==> src/rtl/cp0_regfile_if.sv <==
// Write-back to CP0 commit bus: committed exception/ERET/MTC0 info in,
// MFC0 data, flush/redirect and interrupt indication out.
interface cp0_regfile_if;
  logic        wb_valid;
  logic        wb_excp;
  logic [4:0]  wb_excode;
  logic        wb_bd;
  logic [31:0] wb_pc;
  logic [31:0] wb_badvaddr;
  logic        wb_eret;
  logic        wb_mtc0;
  logic [7:0]  cp0_addr;
  logic [31:0] cp0_wdata;
  logic [31:0] cp0_rdata;
  logic        excp_flush;
  logic        eret_flush;
  logic [31:0] flush_target;
  logic        int_pending;

  modport master (
    output wb_valid, wb_excp, wb_excode, wb_bd, wb_pc, wb_badvaddr,
           wb_eret, wb_mtc0, cp0_addr, cp0_wdata,
    input  cp0_rdata, excp_flush, eret_flush, flush_target, int_pending
  );

  modport slave (
    input  wb_valid, wb_excp, wb_excode, wb_bd, wb_pc, wb_badvaddr,
           wb_eret, wb_mtc0, cp0_addr, cp0_wdata,
    output cp0_rdata, excp_flush, eret_flush, flush_target, int_pending
  );
endinterface

==> src/rtl/cp0_regfile.sv <==
// CP0 register file and exception commit unit: BadVAddr, Count, Compare,
// Status, Cause, EPC plus the Count/Compare timer interrupt.
module cp0_regfile #(
  parameter logic [31:0] EXC_VECTOR = 32'hBFC0_0380
) (
  input  logic       clk,
  input  logic       reset,
  input  logic [5:0] ext_int,
  cp0_regfile_if.slave bus
);

  localparam logic [7:0] ADDR_BADVADDR = {5'd8,  3'd0};
  localparam logic [7:0] ADDR_COUNT    = {5'd9,  3'd0};
  localparam logic [7:0] ADDR_COMPARE  = {5'd11, 3'd0};
  localparam logic [7:0] ADDR_STATUS   = {5'd12, 3'd0};
  localparam logic [7:0] ADDR_CAUSE    = {5'd13, 3'd0};
  localparam logic [7:0] ADDR_EPC      = {5'd14, 3'd0};

  // Status fields
  logic [7:0]  status_im;
  logic        status_exl;
  logic        status_ie;
  // Cause fields
  logic        cause_bd;
  logic        cause_ti;
  logic [5:0]  ext_q;
  logic [1:0]  cause_ip_sw;
  logic [4:0]  cause_exccode;
  // Full-width registers
  logic [31:0] epc;
  logic [31:0] badvaddr;
  logic [31:0] count;
  logic [31:0] compare;
  logic        tick;

  logic        commit_excp;
  logic        commit_eret;
  logic        commit_mtc0;
  logic        wr_status;
  logic        wr_cause;
  logic        wr_epc;
  logic        wr_count;
  logic        wr_compare;
  logic        addr_excp;
  logic [5:0]  cause_ip_hw;
  logic [31:0] status_val;
  logic [31:0] cause_val;

  assign commit_excp = bus.wb_valid & bus.wb_excp;
  assign commit_eret = bus.wb_valid & bus.wb_eret & ~bus.wb_excp;
  assign commit_mtc0 = bus.wb_valid & bus.wb_mtc0 & ~bus.wb_excp;

  assign wr_status  = commit_mtc0 && (bus.cp0_addr == ADDR_STATUS);
  assign wr_cause   = commit_mtc0 && (bus.cp0_addr == ADDR_CAUSE);
  assign wr_epc     = commit_mtc0 && (bus.cp0_addr == ADDR_EPC);
  assign wr_count   = commit_mtc0 && (bus.cp0_addr == ADDR_COUNT);
  assign wr_compare = commit_mtc0 && (bus.cp0_addr == ADDR_COMPARE);

  // Only address-error exceptions (AdEL/AdES) capture the faulting address.
  assign addr_excp = commit_excp &&
                     ((bus.wb_excode == 5'h04) || (bus.wb_excode == 5'h05));

  // TI feeds IP7 directly so the timer interrupt follows TI without extra lag.
  assign cause_ip_hw = {ext_q[5] | cause_ti, ext_q[4:0]};

  assign status_val = {9'd0, 1'b1, 6'd0, status_im, 6'd0, status_exl, status_ie};
  assign cause_val  = {cause_bd, cause_ti, 14'd0, cause_ip_hw, cause_ip_sw,
                       1'b0, cause_exccode, 2'b00};

  // Exception commit beats ERET beats MTC0 for the EXL bit.
  always_ff @(posedge clk) begin
    if (reset) begin
      status_im  <= 8'd0;
      status_exl <= 1'b0;
      status_ie  <= 1'b0;
    end else begin
      if (wr_status) begin
        status_im <= bus.cp0_wdata[15:8];
        status_ie <= bus.cp0_wdata[0];
      end
      if (commit_excp)
        status_exl <= 1'b1;
      else if (commit_eret)
        status_exl <= 1'b0;
      else if (wr_status)
        status_exl <= bus.cp0_wdata[1];
    end
  end

  always_ff @(posedge clk) begin
    if (reset) begin
      cause_bd      <= 1'b0;
      cause_ti      <= 1'b0;
      ext_q         <= 6'd0;
      cause_ip_sw   <= 2'b00;
      cause_exccode <= 5'd0;
    end else begin
      ext_q <= ext_int;
      if (wr_cause)
        cause_ip_sw <= bus.cp0_wdata[9:8];
      if (commit_excp) begin
        cause_exccode <= bus.wb_excode;
        if (!status_exl)
          cause_bd <= bus.wb_bd;
      end
      if (wr_compare)
        cause_ti <= 1'b0;
      else if (count == compare)
        cause_ti <= 1'b1;
    end
  end

  // A nested exception (EXL already set) keeps the original return address.
  always_ff @(posedge clk) begin
    if (reset) begin
      epc      <= 32'd0;
      badvaddr <= 32'd0;
    end else begin
      if (commit_excp) begin
        if (!status_exl)
          epc <= bus.wb_bd ? (bus.wb_pc - 32'd4) : bus.wb_pc;
      end else if (wr_epc) begin
        epc <= bus.cp0_wdata;
      end
      if (addr_excp)
        badvaddr <= bus.wb_badvaddr;
    end
  end

  // Count advances on every other cycle; an MTC0 load wins over the increment.
  always_ff @(posedge clk) begin
    if (reset) begin
      tick    <= 1'b0;
      count   <= 32'd0;
      compare <= 32'd0;
    end else begin
      tick <= ~tick;
      if (wr_count)
        count <= bus.cp0_wdata;
      else if (tick)
        count <= count + 32'd1;
      if (wr_compare)
        compare <= bus.cp0_wdata;
    end
  end

  always_comb begin
    bus.cp0_rdata = 32'd0;
    case (bus.cp0_addr)
      ADDR_STATUS:   bus.cp0_rdata = status_val;
      ADDR_CAUSE:    bus.cp0_rdata = cause_val;
      ADDR_EPC:      bus.cp0_rdata = epc;
      ADDR_BADVADDR: bus.cp0_rdata = badvaddr;
      ADDR_COUNT:    bus.cp0_rdata = count;
      ADDR_COMPARE:  bus.cp0_rdata = compare;
      default:       bus.cp0_rdata = 32'd0;
    endcase
  end

  // The target only matters while a flush is asserted; it rests at the
  // exception vector otherwise and switches to EPC solely for ERET.
  assign bus.excp_flush   = commit_excp;
  assign bus.eret_flush   = commit_eret;
  assign bus.flush_target = commit_eret ? epc : EXC_VECTOR;

  assign bus.int_pending = status_ie & ~status_exl &
                           (|({cause_ip_hw, cause_ip_sw} & status_im));

endmodule
==> src/flat_wrapper.sv <==
// flat-port wrapper written by rule: the top's interface ports become plain ports
module cp0_regfile_flat 
#(
  parameter logic [31:0] EXC_VECTOR = 32'hBFC0_0380
)
  (clk, reset, ext_int, bus_wb_valid, bus_wb_excp, bus_wb_excode, bus_wb_bd, bus_wb_pc, bus_wb_badvaddr, bus_wb_eret, bus_wb_mtc0, bus_cp0_addr, bus_cp0_wdata, bus_cp0_rdata, bus_excp_flush, bus_eret_flush, bus_flush_target, bus_int_pending);
  cp0_regfile_if bus_i ();
  input  logic clk;
  input  logic reset;
  input  logic [5:0] ext_int;
  input wire logic [$bits(bus_i.wb_valid)-1:0] bus_wb_valid;
  input wire logic [$bits(bus_i.wb_excp)-1:0] bus_wb_excp;
  input wire logic [$bits(bus_i.wb_excode)-1:0] bus_wb_excode;
  input wire logic [$bits(bus_i.wb_bd)-1:0] bus_wb_bd;
  input wire logic [$bits(bus_i.wb_pc)-1:0] bus_wb_pc;
  input wire logic [$bits(bus_i.wb_badvaddr)-1:0] bus_wb_badvaddr;
  input wire logic [$bits(bus_i.wb_eret)-1:0] bus_wb_eret;
  input wire logic [$bits(bus_i.wb_mtc0)-1:0] bus_wb_mtc0;
  input wire logic [$bits(bus_i.cp0_addr)-1:0] bus_cp0_addr;
  input wire logic [$bits(bus_i.cp0_wdata)-1:0] bus_cp0_wdata;
  output wire logic [$bits(bus_i.cp0_rdata)-1:0] bus_cp0_rdata;
  output wire logic [$bits(bus_i.excp_flush)-1:0] bus_excp_flush;
  output wire logic [$bits(bus_i.eret_flush)-1:0] bus_eret_flush;
  output wire logic [$bits(bus_i.flush_target)-1:0] bus_flush_target;
  output wire logic [$bits(bus_i.int_pending)-1:0] bus_int_pending;
  assign bus_i.wb_valid = bus_wb_valid;
  assign bus_i.wb_excp = bus_wb_excp;
  assign bus_i.wb_excode = bus_wb_excode;
  assign bus_i.wb_bd = bus_wb_bd;
  assign bus_i.wb_pc = bus_wb_pc;
  assign bus_i.wb_badvaddr = bus_wb_badvaddr;
  assign bus_i.wb_eret = bus_wb_eret;
  assign bus_i.wb_mtc0 = bus_wb_mtc0;
  assign bus_i.cp0_addr = bus_cp0_addr;
  assign bus_i.cp0_wdata = bus_cp0_wdata;
  assign bus_cp0_rdata = bus_i.cp0_rdata;
  assign bus_excp_flush = bus_i.excp_flush;
  assign bus_eret_flush = bus_i.eret_flush;
  assign bus_flush_target = bus_i.flush_target;
  assign bus_int_pending = bus_i.int_pending;
  cp0_regfile #(.EXC_VECTOR(EXC_VECTOR)) u_core (.clk(clk), .reset(reset), .ext_int(ext_int), .bus(bus_i));
endmodule
==> config.mk <==
export PLATFORM = sky130hd
export DESIGN_NAME = cp0_regfile_flat
export DESIGN_NICKNAME = d
export VERILOG_FILES = /design/src/rtl/cp0_regfile_if.sv /design/src/rtl/cp0_regfile.sv /design/src/flat_wrapper.sv
export SDC_FILE = /design/constraint.sdc
export NUM_CORES = 1
export LEC_CHECK = 0
export BUFFER_PORTS_ARGS = -buffer_cell sky130_fd_sc_hd__buf_2
export CAP_MARGIN = 20
export CORE_MARGIN = 2
export CORE_UTILIZATION = 44
export DETAILED_ROUTE_END_ITERATION = 6
export GPL_ROUTABILITY_DRIVEN = 0
export PLACE_DENSITY_LB_ADDON = 0.2
export SLEW_MARGIN = 20
export SYNTH_ARGS = -nofsm -noshare
export SYNTH_HDL_FRONTEND = slang
export SYNTH_SLANG_ARGS = --single-unit
==> constraint.sdc <==
create_clock -name clk -period 2.8 [get_ports clk]
set_input_delay 0.56 -clock clk [delete_from_list [all_inputs] [get_ports clk]]
set_output_delay 0.56 -clock clk [all_outputs]
set_load 0.05 [all_outputs]
==> flow_results.org, run 1 <==
** Run status
- Outcome :: completed

** Pwr
- Final Total Pwr :: 5.04 mW
- P per Cell Area :: 468 mW/mm^2
- Worst VDD drop :: 0.285 mV
- Leakage power figure :: 3.91 nW

** Clock network
- Number of buffers inserted to repair setup after CTS :: 0
- The H-tree generated during clock tree synthesis spans 4 levels.
- Worst-skew pair later-pin latency :: 0.43 ns
- Clock tree from TritonCTS :: done
- Maximum number of buffers from clock root to sink :: 2
- Clk pin slew, worst setup/hold paths :: 0.06 ns
- Post-cts hold buffer count :: 0
- The clock drives 154 sinks.
- Root cell of the clock tree :: sky130_fd_sc_hd__clkbuf_16
- Buffers inserted during clock tree synthesis total 17.

** Drt
- The detail route stage leaves a number of antenna-violating nets equal to 0.
- First-pass iteration count of the detailed router :: 6
- After detailed routing, the number of vias per cell comes to 5.80.
- Remaining design rule violation count :: 0
- Starting DRT DRC Count :: 1,091
- Dividing the detail-routed wire length by the instance count gives 20.0 um.
- Total routed wirelength :: 31.6 mm
- The detailed router placed 9,164 vias in this run.

** Timing
- Setup violations remaining at the end of the flow were counted as 0.
- On the final layout, the worst clock skew is 0.00745 ns.
- Minimum period implied by the final worst setup slack :: 2.74 ns
- Maximum frequency from static timing analysis :: 364 MHz
- Of the available clock period, the critical path in the final layout requires 98.0%.
- The final hold violation count was 0.
- Measured slew at the worst slew-check pin :: 1.07 ns
- The total count of max-transition violations in the final report came to 0.
- Final hold analysis gives a worst-case slack of 0.355 ns.
- In this run the tightest slew margin relative to its limit is 28.7%.
- After routing, the total negative slack on setup checks comes to 0 ns.
- The worst path meets setup with 0.0554 ns of slack.

** Logic synthesis
- In the synthesized netlist the dominant register cell turns out to be sky130_fd_sc_hd__dfxtp_1.
- Synth warnings :: 0
- Counting flops with a built-in enable in the synthesized netlist gives 0.
- In the post-synthesis netlist, the cell with the most instances is sky130_fd_sc_hd__nand2_1.
- In this run the biggest area consumer among cell types represents 35.1% of the synthesized area.
- Average instance area after synthesis :: 7.82 sq um
- Distinct cells, synth :: 74
- Largest area contributor in the synthesized netlist :: sky130_fd_sc_hd__dfxtp_1
- Synthesized Nets :: 1,246
- Summing the sequential cell areas from Yosys gives 35.1% of the chip area.
- Number of storage elements in the synthesis netlist :: 154
- The cell area that synthesis handed to floorplanning was 0.00878 sq mm.
- Top post-synthesis cells by count :: sky130_fd_sc_hd__nand2_1, sky130_fd_sc_hd__dfxtp_1, sky130_fd_sc_hd__a21oi_1
- Dominant cells by area after synthesis :: sky130_fd_sc_hd__dfxtp_1, sky130_fd_sc_hd__nand2_1, sky130_fd_sc_hd__a21oi_1, sky130_fd_sc_hd__xnor2_1, sky130_fd_sc_hd__nor2_1
- After synthesis, the share of flip-flops with an asynchronous set or reset is 0%.
- After technology mapping, the gate count stands at 1,122.

** Setup path
- Kind of cell adding the most delay to the critical path :: simple AND/OR/NAND/NOR gates
- Largest stage delay on the critical path :: 0.57 ns
- The slowest stage of the critical path belongs to the cell sky130_fd_sc_hd__or4b_4.
- STA puts the critical path data required time at 2.24 ns.
- Worst setup SP type :: input pin
- Maximum fanout along the worst path :: 4
- STA puts the critical path data arrival time at 2.18 ns.
- Counting both buffers and inverters, the worst setup path holds a total of 3.
- Critical setup path kind :: in2out
- Endpoint type of the worst setup path :: primary output
- Worst path cell trace :: buf_2 -> or4b_4 -> nor4_4 -> buf_4 -> nand2_1 -> o21ai_1 -> buf_2
- CP most frequent cell :: sky130_fd_sc_hd__buf_2

** Global route
- Vias in the first global route :: 8,401
- Entering global routing, the biggest net connects 73 pins.
- The number of antenna violations at the first check in global routing was 0.
- Total global-route track usage :: 29.4%
- The first global-routing pass estimated 48.3 mm of wire.
- For this run the aggregate overflow at the end of global routing stands at 0.

** Final layout
- ANT cells :: 0
- Proportion of layout cells with a drive suffix above 1 :: 24.4%
- Relative to the synthesized area, the layout overhead comes to 22.8%.
- With fillers left out, the area of the finished cells amounts to 0.0108 sq mm.
- Layout Nets :: 1,425

** Place
- The placed instances occupy a cell area of 0.0102 sq mm.
- Final HPWL from detailed placement :: 23.8 mm
- During placement, the flow inserted port buffers numbering 188.
- Pre-CTS WS :: -0.0561 ns

** Floorplan
- Floorplan row count :: 51
- For this configuration, the core starts out at a cell density of 45.0%.
- In this run the horizontal extent of the chip is 145 um.
- Area inside the core boundary :: 0.0195 sq mm
- The die is 145 um tall.
- Die area :: 0.0211 sq mm
- Number of ports placed on the die boundary :: 189

** Hold path
- The min-delay analysis places its worst path in the category in2reg.

** Job
- Total of max-cap violations :: 0
final cells by class:
cell class / count / area, sq um
fill: 1878 / 8750
tap: 265 / 332
multi-input combinational: 868 / 5280
inverter: 12 / 45.0
timing repair buffer: 248 / 1480
clock inverter: 14 / 113
sequential: 154 / 3080
clock buffer: 18 / 439
cell families (layout without fill, tap and decap cells):
logic type                 Yosys count  after routing  synth area share (%)
xor gates and xnor gates            78             78                  7.78
adders and majority gates            2              2                 0.285
AOI/OAI and AO/OA                  279            279                  20.4
muxes                               34             34                  4.11
and+or+nand+nor                    475            475                  27.1
buffers and inverters              100            292                  5.13
DFF                                154            154                  35.1
path summary, 6_finish.rpt:
check	start	slack (ns)	end	depth (start not counted)
max	bus_cp0_addr[0]	0.06	bus_cp0_rdata[30]	7
min	ext_int[0]	0.36	u_core.ext_q[0]$_SDFF_PP0_	2
max reg2reg	u_core.count[2]$_SDFFE_PP0P_	0.45	u_core.count[15]$_SDFFE_PP0P_	5
min reg2reg	u_core.badvaddr[13]$_SDFFE_PP0P_	0.46	u_core.badvaddr[13]$_SDFFE_PP0P_	2
registers in the layout, summed over array words and instances (netlist names), 2 cells and up:
| name | cells |
|---|---|
| u_core.badvaddr | 32 |
| u_core.cause_exccode | 5 |
| u_core.cause_ip_sw | 2 |
| u_core.compare | 32 |
| u_core.count | 32 |
| u_core.epc | 32 |
| u_core.ext_q | 6 |
| u_core.status_im | 8 |
repair_timing:
| item | in CTS | in global routing |
|---|---|---|
| hold endpoints to repair | 0 | 0 |
| resized for setup | 3 | 11 |
| setup endpoints to repair | 15 | 17 |
| pin swaps | 0 | 1 |
metal layers:
layer / share of wire, % / track usage, % / wire length [um]
met5: 0 / 0 / 0
met4: 2.1 / 8.92 / 653
met1: 44 / 41.1 / 13900
met2: 44 / 45.0 / 14000
met3: 9.8 / 6.70 / 3120
through the flow:
step                      instances  utilization, %
after floorplan                1122               -
after global placement         1547            52.2
after detailed placement       1547            52.2
after CTS                      1579            55.1
after global routing           1579            55.2
final                          1579            55.2
worst register-to-register path: stages (launching register included):
cell,delay (ns)
sky130_fd_sc_hd__dfxtp_1,0.44
sky130_fd_sc_hd__and4_1,0.37
sky130_fd_sc_hd__nand3_1,0.45
sky130_fd_sc_hd__or4_1,0.65
sky130_fd_sc_hd__and3_1,0.19
sky130_fd_sc_hd__nor3_1,0.16
where the power goes:
part	internal [mW]	total (mW)	switching, mW
Clock	1.17	2.16	0.985
Sequential	2.24	2.29	0.0545
Combinational	0.220	0.592	0.372
Total	3.63	5.04	1.41
placed cells by master (no fill, tap or decap), types with 20 or more instances in the layout:
cell type	count
sky130_fd_sc_hd__buf_4	59
sky130_fd_sc_hd__dfxtp_1	154
sky130_fd_sc_hd__a211oi_1	26
sky130_fd_sc_hd__nand4_1	20
sky130_fd_sc_hd__a22oi_1	27
sky130_fd_sc_hd__buf_2	176
sky130_fd_sc_hd__nor2_1	79
sky130_fd_sc_hd__a21oi_1	118
sky130_fd_sc_hd__mux2i_1	27
sky130_fd_sc_hd__nand3_1	21
sky130_fd_sc_hd__nand2_1	206
sky130_fd_sc_hd__xnor2_1	60
sky130_fd_sc_hd__and2_1	21
(Power assumes the default switching activity.)
==> inputs of run 2 (changes only) <==
==> constraint.sdc (replaced) <==
create_clock -name clk -period 2.8 [get_ports clk]
set_input_delay 0.28 -clock clk [delete_from_list [all_inputs] [get_ports clk]]
set_output_delay 0.28 -clock clk [all_outputs]
set_load 0.05 [all_outputs]
==> flow_results.org, run 2 (synthesis results as in run 1) <==
** Final layout
- The net count reported at finish was 1,408 (-1.2%).
- Signed area change from the synthesized netlist to the final layout :: 21.5%
- Final core utilization :: 54.6% (-0.61 points)
- Cell area after layout :: 0.0107 sq mm (-1.1%)
- The top cell types in the final layout, fill and taps aside, are sky130_fd_sc_hd__nand2_1, sky130_fd_sc_hd__buf_2, sky130_fd_sc_hd__dfxtp_1, sky130_fd_sc_hd__a21oi_1, sky130_fd_sc_hd__nor2_1.
- The antenna diode count is 0 (unchanged).
- Leaving out fill and tap cells, the most frequent cell in the layout is sky130_fd_sc_hd__nand2_1.
- The count of fill cells added during filler insertion was 1,895 (+0.91%).
- The layout cell share with drive strength beyond 1 came to 22.7% (-1.7 points).

** Run status
- The run finished with clean final reports.

** Drt
- The first-pass iteration count of the detailed router was 6 (unchanged).
- Wire length per cell :: 20.3 um (+1.2%)
- Vias per Instance :: 5.87 (+1.2%)
- The residual DRC count is 0 (unchanged).
- Starting DRT DRC Count :: 1,091 (unchanged)
- Final antenna-violating net count :: 0 (unchanged)
- The overall via count from detail_route was 9,169 (+0.055%).
- Total routed wirelength :: 31.7 mm (about the same)

** Floorplan
- The initial core utilization is 45.0% (unchanged).
- The area enclosed by the die boundary came to 0.0211 sq mm (unchanged).
- The die extent in x came to 145 um (unchanged).
- Floorplan row count :: 51 (unchanged)
- The die boundary height came to 145 um (unchanged).
- The top-level port count was 189 (unchanged).
- Area inside the core boundary :: 0.0195 sq mm (unchanged)

** Timing
- The total count of max-transition violations in the final report was 0 (unchanged).
- Measured slew at the worst slew-check pin :: 0.849 ns (-0.219 ns)
- Final-report hold violation count :: 0 (unchanged)
- RSZ-0062 raised after global routing :: no
- Fraction of the cycle the final worst path needs :: 88.9% (-9.1 points)
- The maximum clock frequency is 402 MHz (+10%).
- The shortest period the worst path allows came to 2.49 ns (-0.256 ns).
- The worst-case clock skew is 0.00818 ns (+0.000736 ns).
- Total Negative Setup Slacks :: 0 ns (unchanged)
- Worst setup margin :: 0.311 ns (+0.256 ns)
- Remaining max-slew budget at the tightest pin :: 43.4% (+15 points)
- Count of final setup violators :: 0 (unchanged)

** Pwr
- Final Total Pwr :: 5.48 mW (+8.8%)
- Leakage power figure :: 3.87 nW (-1.2%)
- P per Cell Area :: 514 mW/mm^2 (+10%)
- Worst VDD drop :: 0.304 mV (+6.7%)

** Global route
- The global routing usage summed across all routing layers was 29.2% (-0.21 points).
- GR Layer Usage met1 :: 43.6% (+2.5 points)
- Met3 Use GR :: 4.84% (-1.9 points)
- The first-pass GRT wire length was 48.0 mm (-0.76%).
- The number of antenna violations at the first check in global routing came to 1 (+1).
- Vias in the first global route :: 8,151 (-3.0%)
- Pin count of the biggest net entering global routing :: 76 (+4.1%)
- The met2 routing resource usage after global routing is 42.1% (-2.9 points).
- GRT Max-Usage Layer :: met1
- Global-route congestion overflow total :: 0 (unchanged)

** Place
- Instance area after placement :: 0.00999 sq mm (-1.9%)
- Pre-CTS WS :: 0.359 ns (+0.415 ns)
- The total of buffers placed on input and output ports came to 188 (unchanged).
- The HPWL after detailed placement was 23.5 mm (-1.3%).

** Clock network
- The number of instances resized during post-cts repair came to 0 (-3).
- Worst-skew pair later-pin latency :: 0.43 ns (about the same)
- TritonCTS built the clock tree.
- The total number of clock tree sinks came to 154 (unchanged).
- Number of buffers created by CTS :: 17 (unchanged)
- The clock transition time at the flip-flop clock pins of the worst setup and hold paths is 0.06 ns (about the same).
- The maximum level of the CTS H-tree was 4 (unchanged).
- Root cell of the clock tree :: sky130_fd_sc_hd__clkbuf_16
- The post-cts hold buffer count is 0 (unchanged).
- Maximum number of buffers from clock root to sink :: 2 (unchanged)
- Number of buffers inserted to repair setup after CTS :: 0 (unchanged)

** Job
- Total of max-cap violations :: 0 (unchanged)

** Setup path
- The critical path arrival is 2.21 ns (+0.03 ns).
- The highest fanout seen on the critical path was 17 (+13).
- WP data required :: 2.52 ns (+0.28 ns)
- The worst setup path is captured at a primary output.
- The worst setup path is launched from an input pin.
- Minimum setup slack among reg-to-reg paths :: 0.44 ns (about the same)
- Critical setup path kind :: in2out

** Hold path
- In this run the worst hold path is classified as in2reg.
==> run 2: changes by cell type in the layout (fill, tap and decap cells not counted), moves of 3 or more <==
cell / before / now
sky130_fd_sc_hd__nor2_2: 3 / 0
sky130_fd_sc_hd__clkinv_4: 5 / 1
sky130_fd_sc_hd__a21oi_2: 4 / 0
sky130_fd_sc_hd__clkbuf_4: 8 / 0
sky130_fd_sc_hd__o21ai_1: 9 / 2
sky130_fd_sc_hd__a21oi_1: 118 / 122
sky130_fd_sc_hd__buf_12: 5 / 1
sky130_fd_sc_hd__buf_2: 176 / 187
sky130_fd_sc_hd__bufinv_16: 0 / 6
sky130_fd_sc_hd__o21ai_0: 12 / 19
sky130_fd_sc_hd__inv_6: 5 / 0
sky130_fd_sc_hd__buf_4: 59 / 43
==> run 2: final timing paths <==
check                                        start                          endpoint  depth (start not counted)
setup / recovery                   bus_cp0_addr[0]                  bus_cp0_rdata[7]                          7
hold / removal                          ext_int[3]        u_core.ext_q[3]$_SDFF_PP0_                          2
setup reg to reg     u_core.count[11]$_SDFFE_PP0P_     u_core.count[29]$_SDFFE_PP0P_                          5
hold reg to reg   u_core.badvaddr[16]$_SDFFE_PP0P_  u_core.badvaddr[16]$_SDFFE_PP0P_                          2
==> run 2: metal layers <==
layer | vias to the layer above | wire length, um
met5 | - | 11
met4 | 2 | 850
met1 | 4266 | 14400
li1 | 4317 | -
met3 | 61 | 2810
met2 | 523 | 13500
==> run 2: stage by stage <==
stage          hold slack [ns]  cells
2_1_floorplan            0.405   1122
3_5_place_dp             0.451   1530
5_1_grt                 0.0821   1561
3_3_place_gp             0.442   1530
6_report                0.0625   1561
4_1_cts                 0.0530   1561
==> run 2: where the power goes <==
part / total [mW] / internal [mW] / switching, mW
Combinational: 0.563 / 0.201 / 0.362
Sequential: 2.29 / 2.24 / 0.0566
Clock: 2.63 / 1.69 / 0.939
Total: 5.48 / 4.12 / 1.36
==> run 2: cell type report <==
cell class | count | area [sq um] | area share [%]
multi-input cells | 868 | 5260 | 49.3
flip-flops and latches | 154 | 3080 | 28.9
repair buffers | 231 | 1280 | 12.0
clock buffers | 19 | 443 | 4.15
well taps | 265 | 332 | 3.11
clock inverters | 12 | 221 | 2.08
inverters | 12 | 45.0 | 0.423
==> run 2: critical path, stage by stage <==
cell and delay (ns):
sky130_fd_sc_hd__buf_2 0.11, sky130_fd_sc_hd__nor4b_2 0.25, sky130_fd_sc_hd__buf_4 0.17, sky130_fd_sc_hd__nand2_1 0.11, sky130_fd_sc_hd__or3_1 0.69, sky130_fd_sc_hd__o22ai_1 0.28
sky130_fd_sc_hd__buf_2 0.31
==> inputs of run 3 (changes only) <==
--- a/config.mk
+++ b/config.mk
@@ -9,6 +9,7 @@
 export CAP_MARGIN = 20
 export CORE_MARGIN = 2
 export CORE_UTILIZATION = 44
+export CTS_BUF_LIST = sky130_fd_sc_hd__clkbuf_16
 export DETAILED_ROUTE_END_ITERATION = 6
 export GPL_ROUTABILITY_DRIVEN = 0
 export PLACE_DENSITY_LB_ADDON = 0.2
==> flow_results.org, run 3 (synthesis results as in run 1) <==
** Setup path
- Maximum fanout along the worst path :: 17 (unchanged)
- Endpoint of the most critical setup path :: bus_cp0_rdata[7]
- Critical setup path kind :: in2out
- The most critical setup path has its startpoint at bus_cp0_addr[0].
- WP data required :: 2.52 ns (about the same)
- Minimum setup slack among reg-to-reg paths :: 0.45 ns (about the same)
- The critical path arrival came to 2.19 ns (-0.02 ns).
- FF-to-FF End :: u_core.count[29]$_SDFFE_PP0P_
- The worst setup path is launched from an input pin.
- Worst reg2reg startpoint :: u_core.count[11]$_SDFFE_PP0P_
- The number of cells traversed by the worst register-to-register path is 5 (unchanged).
- Endpoint type of the worst setup path :: primary output

** Timing
- Total Negative Setup Slacks :: 0 ns (unchanged)
- Worst clock skew on the final layout :: 0.00724 ns (-0.000944 ns)
- Setup repair after global routing left no endpoint under its margin.
- The total count of max-transition violations in the final report was 0 (unchanged).
- Final-report hold violation count :: 0 (unchanged)
- Remaining max-slew budget at the tightest pin :: 43.7% (+0.29 points)
- Fraction of the cycle the final worst path needs :: 88.2% (-0.69 points)
- The total setup violations reported at the end of the flow is 0 (unchanged).
- The slew at the pin closest to its max-slew limit is 0.845 ns (-0.00430 ns).
- Worst hold margin :: 0.0644 ns (+0.00184 ns)
- Minimum period implied by the final worst setup slack :: 2.47 ns (-0.0195 ns)
- Maximum frequency from static timing analysis :: 405 MHz (+0.79%)

** Place
- The number of instances in the placed design is 1,530 (unchanged).
- The total of buffers placed on input and output ports was 188 (unchanged).
- Final HPWL from detailed placement :: 23.5 mm (unchanged)

** Clock network
- The total number of clock tree sinks came to 154 (unchanged).
- Post-cts hold buffer count :: 0 (unchanged)
- Clk pin slew, worst setup/hold paths :: 0.06 ns (about the same)
- Worst-skew pair later-pin latency :: 0.43 ns (about the same)
- Maximum number of buffers from clock root to sink :: 2 (unchanged)
- The buffers inserted during post-CTS setup optimization came to 0 (unchanged).
- Root cell of the clock tree :: sky130_fd_sc_hd__clkbuf_16
- TritonCTS built the clock tree.
- Number of H-tree branching levels :: 4 (unchanged)
- The number of instances resized during post-cts repair is 0 (unchanged).
- Number of buffers created by CTS :: 17 (unchanged)

** Global route
- met1 is the most crowded layer.
- First-pass GRT wire length :: 47.9 mm (about the same)
- The met2 routing resource usage after global routing came to 42.1% (unchanged).
- The maximum number of pins on one net before global-route repair came to 76 (unchanged).
- The number of antenna violations at the first check in global routing came to 1 (unchanged).
- Vias in the first global route :: 8,147 (-0.049%)
- Global-route congestion overflow total :: 0 (unchanged)
- Total global-route track usage :: 29.2% (about the same)
- The met3 global-route usage is 4.84% (unchanged).
- GR Layer Usage met1 :: 43.6% (about the same)

** Final layout
- Most frequent standard cell in the layout excluding fill and tap cells :: sky130_fd_sc_hd__nand2_1
- Layout Nets :: 1,408 (unchanged)
- Number of filler cells placed in the layout :: 1,896 (+0.053%)
- Proportion of layout cells with a drive suffix above 1 :: 22.6% (-0.077 points)
- Final core utilization :: 54.5% (about the same)
- Commonest cells after routing, fill and taps aside :: sky130_fd_sc_hd__nand2_1, sky130_fd_sc_hd__buf_2, sky130_fd_sc_hd__dfxtp_1, sky130_fd_sc_hd__a21oi_1, sky130_fd_sc_hd__nor2_1
- Signed area change from the synthesized netlist to the final layout :: 21.3% (about the same)
- The final standard cell count with taps included and fillers excluded was 1,561 (unchanged).
- ANT cells :: 0 (unchanged)

** Floorplan
- Floorplan die width :: 145 um (unchanged)
- Area inside the core boundary :: 0.0195 sq mm (unchanged)
- The initial core utilization was 45.0% (unchanged).
- The top-level port count is 189 (unchanged).
- Floorplan row count :: 51 (unchanged)
- The die boundary height came to 145 um (unchanged).
- The area enclosed by the die boundary was 0.0211 sq mm (unchanged).

** Drt
- Final antenna-violating net count :: 0 (unchanged)
- The routed via count divided by cell count was 5.87 (about the same).
- Detailed-route via count :: 9,165 (-0.044%)
- The initial DRC count was 1,060 (-2.8%).
- The first-pass iteration count of the detailed router came to 7 (+1).
- The residual DRC count was 0 (unchanged).
- The total wire length was 31.6 mm (-0.19%).
- Wire length per cell :: 20.2 um (-0.19%)

** Pwr
- Leakage power figure :: 3.87 nW (about the same)
- The total chip power is 5.44 mW (-0.69%).
- P per Cell Area :: 511 mW/mm^2 (-0.60%)
- The peak supply drop was 0.301 mV (-1.0%).

** Job
- Total of max-cap violations :: 0 (unchanged)

** Hold path
- The worst hold path belongs to the class in2reg.

** Run status
- The run finished with clean final reports.
## run 3: final cells by class
cell class	instances	area (sq um)	area share, %
inverter	12	45.0	0.423
multi-input combinational	868	5260	49.4
clock buffer	17	425	3.99
tap	265	332	3.11
timing repair buffer	231	1280	12.0
sequential	154	3080	28.9
clock inverter	14	229	2.15
## run 3: worst min-delay path by stage
stage | startpoint | end | slack, ns | cells after the start
after floorplan | bus_cp0_wdata[29] | u_core.count[29]$_SDFFE_PP0P_ | 0.41 | 1
after global placement | u_core.badvaddr[0]$_SDFFE_PP0P_ | u_core.badvaddr[0]$_SDFFE_PP0P_ | 0.44 | 2
after detailed placement | u_core.badvaddr[13]$_SDFFE_PP0P_ | u_core.badvaddr[13]$_SDFFE_PP0P_ | 0.45 | 2
after CTS | ext_int[1] | u_core.ext_q[1]$_SDFF_PP0_ | 0.05 | 2
after global routing | ext_int[4] | u_core.ext_q[4]$_SDFF_PP0_ | 0.08 | 2
final | ext_int[3] | u_core.ext_q[3]$_SDFF_PP0_ | 0.06 | 2
## run 3: critical path: stages
cell,delay [ns]
sky130_fd_sc_hd__buf_2,0.11
sky130_fd_sc_hd__nor4b_2,0.25
sky130_fd_sc_hd__buf_4,0.17
sky130_fd_sc_hd__nand2_1,0.10
sky130_fd_sc_hd__or3_1,0.69
sky130_fd_sc_hd__o22ai_1,0.27
sky130_fd_sc_hd__buf_2,0.31
## run 3: per-stage QoR
| stage | cell area, sq um | setup WS, ns |
|---|---|---|
| after floorplan | 8780 | 0.225 |
| after global placement | 9990 | 0.393 |
| after detailed placement | 9990 | 0.359 |
| after CTS | 10600 | 0.362 |
| after global routing | 10700 | 0.207 |
| final | 10700 | 0.330 |
## run 3: routing by layer
| layer | wire [um] | part of all wire (%) |
|---|---|---|
| met5 | 11 | 0.035 |
| met4 | 826 | 2.6 |
| met3 | 3000 | 9.5 |
| met2 | 13500 | 43 |
| met1 | 14300 | 45 |
## run 3: power by group
part           total [mW]  switching, mW  internal [mW]
Combinational       0.563          0.362          0.201
Clock                2.59          0.932           1.66
Sequential           2.29         0.0573           2.24
Total                5.44           1.35           4.09
